==> src/rtl/ahb_decoder24.sv <==
// AHB-Lite address decoder and default slave for a 24-slave interconnect.
// Optional error log (err_flag/err_addr) is built only when AHB_DEC_ERRLOG_EN is defined.
module ahb_decoder24 #(
    parameter int          AW        = 32,
    parameter int          SLV_SHIFT = 16,
    parameter logic [AW-1:0] BASE_HI = '0
) (
    input  logic          hclk,
    input  logic          hresetn,
    input  logic [AW-1:0] haddr,
    input  logic [1:0]    htrans,
    input  logic          hready,
    output logic [23:0]   hsel,
    output logic          hsel_def,
    output logic [23:0]   hsel_d,
    output logic          hsel_def_d,
    output logic          hreadyout_def,
    output logic          hresp_def,
    output logic          err_flag,
    output logic [AW-1:0] err_addr,
    input  logic          err_clr
);

    localparam int HI_W = AW - SLV_SHIFT - 5;

    typedef enum logic [1:0] {
        D_IDLE = 2'd0,
        D_ERR1 = 2'd1,
        D_ERR2 = 2'd2
    } dstate_e;

    logic [4:0] idx;
    logic       hit;
    logic       start;

    dstate_e    state_q;
    logic [23:0] hsel_dp_q;
    logic       hsel_def_dp_q;
    logic       hreadyout_q;
    logic       hresp_q;

    // NOTE: every output of an always_comb gets a default first, otherwise a path
    // that skips the assignment infers a latch.
    always_comb begin
        hsel = '0;
        idx  = haddr[SLV_SHIFT+4:SLV_SHIFT];
        hit  = (haddr[AW-1:SLV_SHIFT+5] == BASE_HI[HI_W-1:0]) && (idx < 5'd24);
        for (int i = 0; i < 24; i++) begin
            hsel[i] = hit && (idx == 5'(i));
        end
    end

    assign hsel_def = ~hit;
    assign start    = hsel_def & hready & htrans[1];

    // NOTE: sequential state uses non-blocking assignments so every register
    // samples the pre-edge values regardless of statement order.
    always_ff @(posedge hclk) begin
        if (!hresetn) begin
            hsel_dp_q     <= '0;
            hsel_def_dp_q <= 1'b1;
            state_q       <= D_IDLE;
            hreadyout_q   <= 1'b1;
            hresp_q       <= 1'b0;
        end else begin
            if (hready) begin
                hsel_dp_q     <= hsel;
                hsel_def_dp_q <= hsel_def;
            end
            // Outputs are registered with the state they belong to.
            case (state_q)
                D_ERR1: begin
                    state_q     <= D_ERR2;
                    hreadyout_q <= 1'b1;
                    hresp_q     <= 1'b1;
                end
                D_IDLE, D_ERR2: begin
                    if (start) begin
                        state_q     <= D_ERR1;
                        hreadyout_q <= 1'b0;
                        hresp_q     <= 1'b1;
                    end else begin
                        state_q     <= D_IDLE;
                        hreadyout_q <= 1'b1;
                        hresp_q     <= 1'b0;
                    end
                end
                default: begin
                    state_q     <= D_IDLE;
                    hreadyout_q <= 1'b1;
                    hresp_q     <= 1'b0;
                end
            endcase
        end
    end

    assign hsel_d        = hsel_dp_q;
    assign hsel_def_d    = hsel_def_dp_q;
    assign hreadyout_def = hreadyout_q;
    assign hresp_def     = hresp_q;

`ifdef AHB_DEC_ERRLOG_EN
    logic          err_flag_q;
    logic [AW-1:0] err_addr_q;
    logic          unused_ok;

    // Only the first unmapped access is logged; a clear wins over a same-cycle start.
    always_ff @(posedge hclk) begin
        if (!hresetn || err_clr) begin
            err_flag_q <= 1'b0;
            err_addr_q <= '0;
        end else if (start && !err_flag_q) begin
            err_flag_q <= 1'b1;
            err_addr_q <= haddr;
        end
    end

    assign err_flag  = err_flag_q;
    assign err_addr  = err_addr_q;
    assign unused_ok = htrans[0];
`else
    logic unused_ok;

    assign err_flag  = 1'b0;
    assign err_addr  = '0;
    assign unused_ok = ^{err_clr, htrans[0], haddr[SLV_SHIFT-1:0]};
`endif

endmodule

==> config.mk <==
export PLATFORM = sky130hd
export DESIGN_NAME = ahb_decoder24
export DESIGN_NICKNAME = d
export VERILOG_FILES = /design/src/rtl/ahb_decoder24.sv
export SDC_FILE = /design/constraint.sdc
export NUM_CORES = 1
export LEC_CHECK = 0
export ABC_CLOCK_PERIOD_IN_PS = 4200
export CAP_MARGIN = 30
export CORE_MARGIN = 2
export CORE_UTILIZATION = 36
export CTS_CLUSTER_SIZE = 10
export DETAILED_ROUTE_END_ITERATION = 8
export PLACE_DENSITY_LB_ADDON = 0.1
export SLEW_MARGIN = 30
export SYNTH_ARGS = -nofsm -noshare
export SYNTH_HDL_FRONTEND = slang
export SYNTH_SLANG_ARGS = --single-unit
==> constraint.sdc <==
create_clock -name hclk -period 4.2 [get_ports hclk]
set_input_delay 0.84 -clock hclk [delete_from_list [all_inputs] [get_ports hclk]]
set_output_delay 0.84 -clock hclk [all_outputs]
set_load 0.03 [all_outputs]
# Word level (Yosys, flattened, before mapping)
# Cells that the tools add are included.
[op_classes]
bitwise = 3
n_reduce_logical = 30
magnitude_cmp = 1
n_mux = 5
eq_ne = 25
[op_table]
columns = ["cell", "count"]
rows = [
  ["== test 5 x 4 -> 1 bit, second input constant", 8],
  ["== test 5 bit, second input constant", 8],
  ["logical AND 1 bit", 25],
  ["== test 5 x 3 -> 1 bit, second input constant", 4],
  ["logical NOT 11 bit", 1],
  ["== test 5 x 2 -> 1 bit, second input constant", 2],
  ["== test 5 x 1 -> 1 bit, second input constant", 1],
  ["logical NOT 5 bit", 1],
  ["less-than comparator 5 bit, second input constant", 1],
  ["case mux 2 bit (2 select lines)", 1],
  ["2-to-1 mux 1 bit", 3],
  ["AND 1 bit", 2],
  ["== test 2 x 1 -> 1 bit, second input constant", 1],
  ["== test 2 bit, second input constant", 1],
  ["logical NOT 2 bit", 1],
  ["case mux 1 bit (2 select lines)", 1],
  ["AND reduction 2 bit", 1],
  ["OR reduction 2 bit", 1],
  ["inverter 1 bit", 1],
]
[word_totals]
register_bits = 29
wordCells = 69

# Depth between registers and ports, before layout
# Gate-level depths: netlist of the first run.
[logic_depth]
depth_word = 7
depth_mapped = 4
ltp_nobuf = 3

# Least setup slack after synthesis of the first run
# Ideal clock, no wire load.
[synth_timing]
kind = "input to output"
from = "input haddr[23]"
to = "output hsel[12]"
required_ns = 3.360
setup_slack_ns = 1.019
arrival_ns = 2.341
cell_stages = 3
path_buffers = 0
cell_sequence = "nor4_2 -> nand4_1 -> nor3_1"
[synth_between]
elab_chain_len = 3
[synth_lines]
columns = ["element", "line", "source"]
rows = [
  ["from (decl)", "10", "input logic [AW-1:0] haddr,"],
  ["logical NOT 11 bit", "47", "hit = (haddr[AW-1:SLV_SHIFT+5] == BASE_HI[HI_W-1:0]) && (idx < 5'd24);"],
  ["logical AND 1 bit", "47", ""],
  ["logical AND 1 bit", "49", "hsel[i] = hit && (idx == 5'(i));"],
  ["to (decl)", "13", "output logic [23:0] hsel,"],
]
# Every way passes these cells.

# Final worst setup path of the first run
[layout_timing]
from = "input haddr[23]"
to = "output hsel[20]"
# The elaborated chain is that of the path after synthesis.

==> results of run 1 <==
==> flip-flops by register name, summed over array words and instances (netlist names) <==
signal and flops:
hreadyout_def 1, hsel_def_d 1, hresp_def 1, hsel_d 24, state_q 2
==> cells by family (layout without fill, tap and decap cells) <==
| family | after synthesis | in the layout | synth area share |
|---|---|---|---|
| other | 1 | 33 | 0.00234 |
| AO/OA/AOI/OAI | 26 | 26 | 0.138 |
| AND/OR/NAND/NOR | 92 | 92 | 0.319 |
| buffers and inverters | 43 | 86 | 0.179 |
| flip-flops | 29 | 29 | 0.362 |
==> placed cells by master, fill, tap and decap left out, drive strengths merged, types with 2 or more instances in the layout <==
cell and count:
clkdlybuf4s50 71, conb 33, nor2 31, dfxtp 29, nand2 15, a32o 11
nand4 8, o31ai 7, nand2b 6, nand3 6, o21ai 6, clkbuf 5
buf 5, nor4 5, nor2b 4, nor3 3, nor3b 3, and4 3
and3b 2, inv 2, or4 2, clkinv 2, or4b 2
==> layer usage <==
layer  vias up  track usage  part of all wire
met3         4       0.0641              0.10
met1       698        0.217              0.44
met2        74        0.254              0.45
li1        765            -                 -
met5         -            0                 0
met4         0       0.0566             0.012
==> worst register-to-register path: stages, from the launching register on <==
cell     delay (ps)
dfxtp_1         320
nor2b_1         130
a32o_1          200
==> layout make-up <==
| type | count | area (sq um) |
|---|---|---|
| Fill cell | 460 | 1980 |
| Multi-Input combinational cell | 151 | 857 |
| Timing Repair Buffer | 76 | 748 |
| Sequential cell | 29 | 581 |
| Clock buffer | 5 | 68.8 |
| Tap cell | 52 | 65.1 |
| Clock inverter | 3 | 17.5 |
| Inverter | 2 | 7.51 |
==> stage by stage <==
step | area (sq um) | total power [uW] | hold WS [ps] | worst slack, ps
2_1_floorplan | 1720 | 375 | 378 | 1020
3_5_place_dp | 2260 | 384 | 396 | 387
4_1_cts | 2340 | 608 | 405 | 387
6_report | 2340 | 602 | 402 | 425
3_3_place_gp | 2260 | 383 | 394 | 349
5_1_grt | 2340 | 626 | 422 | 250
==> final timing paths <==
check / end / slack, ps / depth (start not counted)
hold reg to reg: state_q[1]$_SDFF_PN0_ / 400 / 1
setup / recovery: hsel[20] / 420 / 6
setup reg to reg: hsel_d[12]$_SDFFE_PN0P_ / 3450 / 2
hold / removal: state_q[1]$_SDFF_PN0_ / 400 / 1
==> power groups by stage <==
stage	Combinational [uW]	Clock, uW	Sequential (uW)
detailed placement	100	0	283
finish	101	224	277
global placement	100	0	283
CTS	101	230	277
global route	108	240	277
floorplan	89.3	0	285
==> summary.txt, run 1 <==
Status = finished, final reports clean
Most used cell, CP = clkdlybuf4s50_1
Final setup skew = 0.0799 ps
Crit Reg-Reg Startpoint = hsel_d[12]$_SDFFE_PN0P_
Congestion Overflow GR = 0
Critical Path End Type = output pin
TritonCTS clock tree = yes
Leak = 0.000857 uW
Netlist cell types = 31
Pwr per Cell Area = 257 nW/um^2
Crit path launch type = input pin
Final #Nets = 303
Placed cell count = 310
Finish-stage setup viols = 0
Synth-to-Final Area Change = 46.2%
Die W = 70.8 microns
Setup CP Type = input pin to output pin
Post-CTS Resized = 0
Clk pwr share = 0.372
Final RePlAce weighted congestion = 0.742
Clock latency on the worst-skew pair = 280 ps
Cts bufs inserted = 5
Pin count of the biggest net entering global routing = 23
Longest Clk Path Bufs = 2
I/O pin cnt = 123
Clk root buf = clkbuf_8
1st-iter DRT viols = 76
Via density per instance = 4.85
CP max-delay cell = clkdlybuf4s50_1
Max IR drop VDD = 0.131 mV
Crit share post-route = 0.899
Die area = 5010 sq um
Clock sinks = 29
Achievable Freq = 265 MHz
Internal power = 418 uW
Period minus WS final = 3780 ps
# rows = 24
Crit path buf inv count = 3
Final Max Tran Viols = 0
First-pass GRT wire length = 6600 microns
Cell Chain, Critical Path = clkdlybuf4s50_1, nor4_2, buf_4, nand4_1, nor2_1, clkdlybuf4s50_1
RSZ-0062 raised after global routing = no
Critical Path Start = haddr[23]
Crit-path leading delay family = buffers and inverters
Synth area leaders = dfxtp_1 (36%), buf_4 (15%), nor2_1 (7.3%)
PortBufs = 71
DRT Pass-1 Iters = 4
Vias in the first global route = 1365
Routed WL per cell = 13.1 microns
Yosys reg bits = 29
HPWL after DPL = 3160 microns
Top-count cell post-synth = buf_4
Comb power frac = 0.168
Post-synth EDFFs = 0
Vias = 1541
Setup total negative slack = 0 ps
Hold Violations, Final = 0
Remaining DRCs = 0
CTS H-tree lvls = 2
Drt total wl = 4180 microns
CP required = 3360 ps
Yosys top cell by area = dfxtp_1
Least-Margin Pin Slew = 777 ps
Synth Flop Type = dfxtp_1
Starting density of the core = 0.371
Synth Warn # = 0
Hold_sp = state_q[1]$_SDFF_PN0_
Fin cells = 318
Asr flop ratio synth = 0
Final ANT Viol Nets = 0
Switching share of power = 0.305
Seq pwr share = 0.460
CP max FO = 9
Clk slew on worst S/H paths = 60 ps
Die Span Y = 70.8 microns
Post-synthesis sequential area ratio = 0.362
Postcts setup bufs = 0
Top-area cell type share of the netlist area = 0.362
Total GRT Usage = 0.167
Worst Path Arrival = 2940 ps
Hold buffers post-CTS = 0
Fraction of layout cells with a size suffix above 1 = 0.0902
Worst path max stage delay = 680 ps
Initial antenna violation count = 0
Hold Path Class = flop to flop
Mapped cell area = 1600 sq um
Worst rel slew slack = 0.480
Syn Area/Cell = 8.40 sq um
Top cells by count, synth = buf_4 (33), nor2_1 (31), dfxtp_1 (29)
Area of the core = 4320 sq um
Max cap viols = 0
Antenna Cells = 0
Post-Synthesis Cells = 191
Finished Core Util = 0.542
Sw Pwr = 184 uW
(Power assumes the default switching activity.)
==> run 2: changes to the inputs <==
- PLACE_DENSITY_LB_ADDON: 0.1 -> 0.25
==> run 2 against run 1 <==
Compared with the run above:
- critical path depth did not move
- non-clock buffer count is the same
- clock power hardly changed
- sequential cell count did not move
- sequential share of layout area unchanged
- global-route usage fell by 0.65 points
- clock-buffer cell count is 2 higher
- die area is the same
- critical endpoint is now hsel[16]
- largest power group unchanged
- highest routed layer unchanged
==> summary.txt, run 2 (synthesis gave the netlist of run 1 again) <==
Status = finished, final reports clean
Pin count of the biggest net entering global routing = 23 (unchanged)
Fin cells = 317 (-0.31%)
Worst Path Arrival = 2930 ps (about the same)
Final hold slack = 398 ps (-4.15 ps)
Worst reg2reg path endpoint = hsel_d[12]$_SDFFE_PN0P_
Final #Nets = 303 (unchanged)
Crit share post-route = 0.898 (about the same)
CTS H-tree lvls = 2 (unchanged)
Final setup skew = 0.441 ps (+0.361 ps)
Setup total negative slack = 0 ps (unchanged)
1st-iter DRT viols = 59 (-22%)
Period minus WS final = 3770 ps (-3.02 ps)
Fraction of layout cells with a size suffix above 1 = 0.0830 (-0.00721)
Starting density of the core = 0.371 (unchanged)
TritonCTS clock tree = yes
Cells on worst reg2reg path = 2 (unchanged)
Critical Path End Type = output pin
Reg2reg setup slack = 3460 ps (about the same)
Worst path max stage delay = 680 ps (about the same)
Vias in the first global route = 1302 (-4.6%)
Total GRT Usage = 0.160 (-0.00652)
# rows = 24 (unchanged)
Crit-path leading delay family = buffers and inverters
CP max FO = 9 (unchanged)
Most common cell after layout, fill and taps aside = clkdlybuf4s50_1
Hold Violations, Final = 0 (unchanged)
Cts bufs inserted = 5 (unchanged)
Clk root buf = clkbuf_8
Post-CTS Resized = 0 (unchanged)
PortBufs = 71 (unchanged)
CP max-delay cell = clkdlybuf4s50_1
Placed cell count = 310 (unchanged)
Fillers = 447 (-2.8%)
Cell Chain, Critical Path = clkdlybuf4s50_1, nor4_2, buf_4, nand4_1, nor2_1, clkdlybuf4s50_1
Die W = 70.8 microns (unchanged)
Vias = 1543 (+0.13%)
Hold endpoint = state_q[1]$_SDFF_PN0_
Max cap viols = 0 (unchanged)
Final Max Tran Viols = 0 (unchanged)
Die area = 5010 sq um (unchanged)
Largest register FFs = 24 (unchanged)
Finished Core Util = 0.542 (unchanged)
Clock sinks = 29 (unchanged)
Most used cell, CP = clkdlybuf4s50_1
DRT Pass-1 Iters = 4 (unchanged)
Final RePlAce weighted congestion = 0.778 (+4.9%)
Crit path launch type = input pin
Max IR drop VDD = 0.267 mV (+100%)
Via density per instance = 4.87 (+0.45%)
Post-route setup slack = 428 ps (+3.02 ps)
Leak = 0.000858 uW (about the same)
Worst rel slew slack = 0.509 (+0.0292)
Congestion Overflow GR = 0 (unchanged)
Final ANT Viol Nets = 0 (unchanged)
Hold_sp = state_q[1]$_SDFF_PN0_
Setup WS pre-CTS = 413 ps (+26.0 ps)
Finish-stage setup viols = 0 (unchanged)
Hold path depth = 1 (unchanged)
GR peak layer = met2
Met2 usage = 0.242 (-0.0125)
Initial antenna violation count = 0 (unchanged)
Area of the core = 4320 sq um (unchanged)
Routed WL per cell = 12.8 microns (-2.5%)
Longest Clk Path Bufs = 2 (unchanged)
Hold buffers post-CTS = 0 (unchanged)
Crit path buf inv count = 3 (unchanged)
Met3 Use GR = 0.0570 (-0.00712)
First-pass GRT wire length = 6380 microns (-3.2%)
Achievable Freq = 265 MHz (about the same)
Die Span Y = 70.8 microns (unchanged)
Least-Margin Pin Slew = 734 ps (-43.7 ps)
Hold Path Class = flop to flop
CP required = 3360 ps (about the same)
Antenna Cells = 0 (unchanged)
Met1 Track Usage GR = 0.215 (-0.00177)
Clk slew on worst S/H paths = 60 ps (about the same)
Setup CP Type = input pin to output pin
Drt total wl = 4060 microns (-2.8%)
Clock latency on the worst-skew pair = 280 ps (about the same)
Most frequent cells in the layout = clkdlybuf4s50_1 (71), conb_1 (33), nor2_1 (31)
RSZ-0062 raised after global routing = no
Postcts setup bufs = 0 (unchanged)
Pwr per Cell Area = 258 nW/um^2 (+0.51%)
HPWL after DPL = 3100 microns (-1.9%)
I/O pin cnt = 123 (unchanged)
Critical path depth = 6 (unchanged)
Crit Reg-Reg Startpoint = hsel_d[12]$_SDFFE_PN0P_
Remaining DRCs = 0 (unchanged)
Synth-to-Final Area Change = 46.2% (unchanged)
-- run 2: per-stage QoR --
stage                     total power (uW)  instance area [sq um]
after floorplan                        375                   1720
after global placement                 383                   2260
after detailed placement               384                   2260
after CTS                              606                   2340
after global routing                   626                   2340
final                                  605                   2340
-- run 2: how the worst max path moves through the flow --
stage	start	end	slack, ps
after detailed placement	haddr[23]	hsel[4]	410
after global routing	haddr[16]	hsel[16]	240
final	haddr[23]	hsel[16]	430
after CTS	haddr[23]	hsel[4]	420
after floorplan	haddr[23]	hsel[12]	1020
after global placement	haddr[23]	hsel[4]	390
-- run 2: report_power, final --
part,internal (uW),switching [uW],total [uW]
Sequential,277,0.484,277
Clock,130,97.2,227
Combinational,27.6,73.4,101
-- run 2: routing by layer --
metal	vias to the layer above	routed length (microns)
met5	-	0
met4	0	42
met3	4	350
met2	73	1820
met1	701	1840
li1	765	-
-- run 2: layout make-up --
type,count,area (sq um),area share
Multi-Input combinational cell,151,857,0.366
Timing Repair Buffer,76,748,0.319
Sequential cell,29,581,0.248
Clock buffer,7,86.3,0.0368
Tap cell,52,65.1,0.0277
Inverter,2,7.51,0.00320
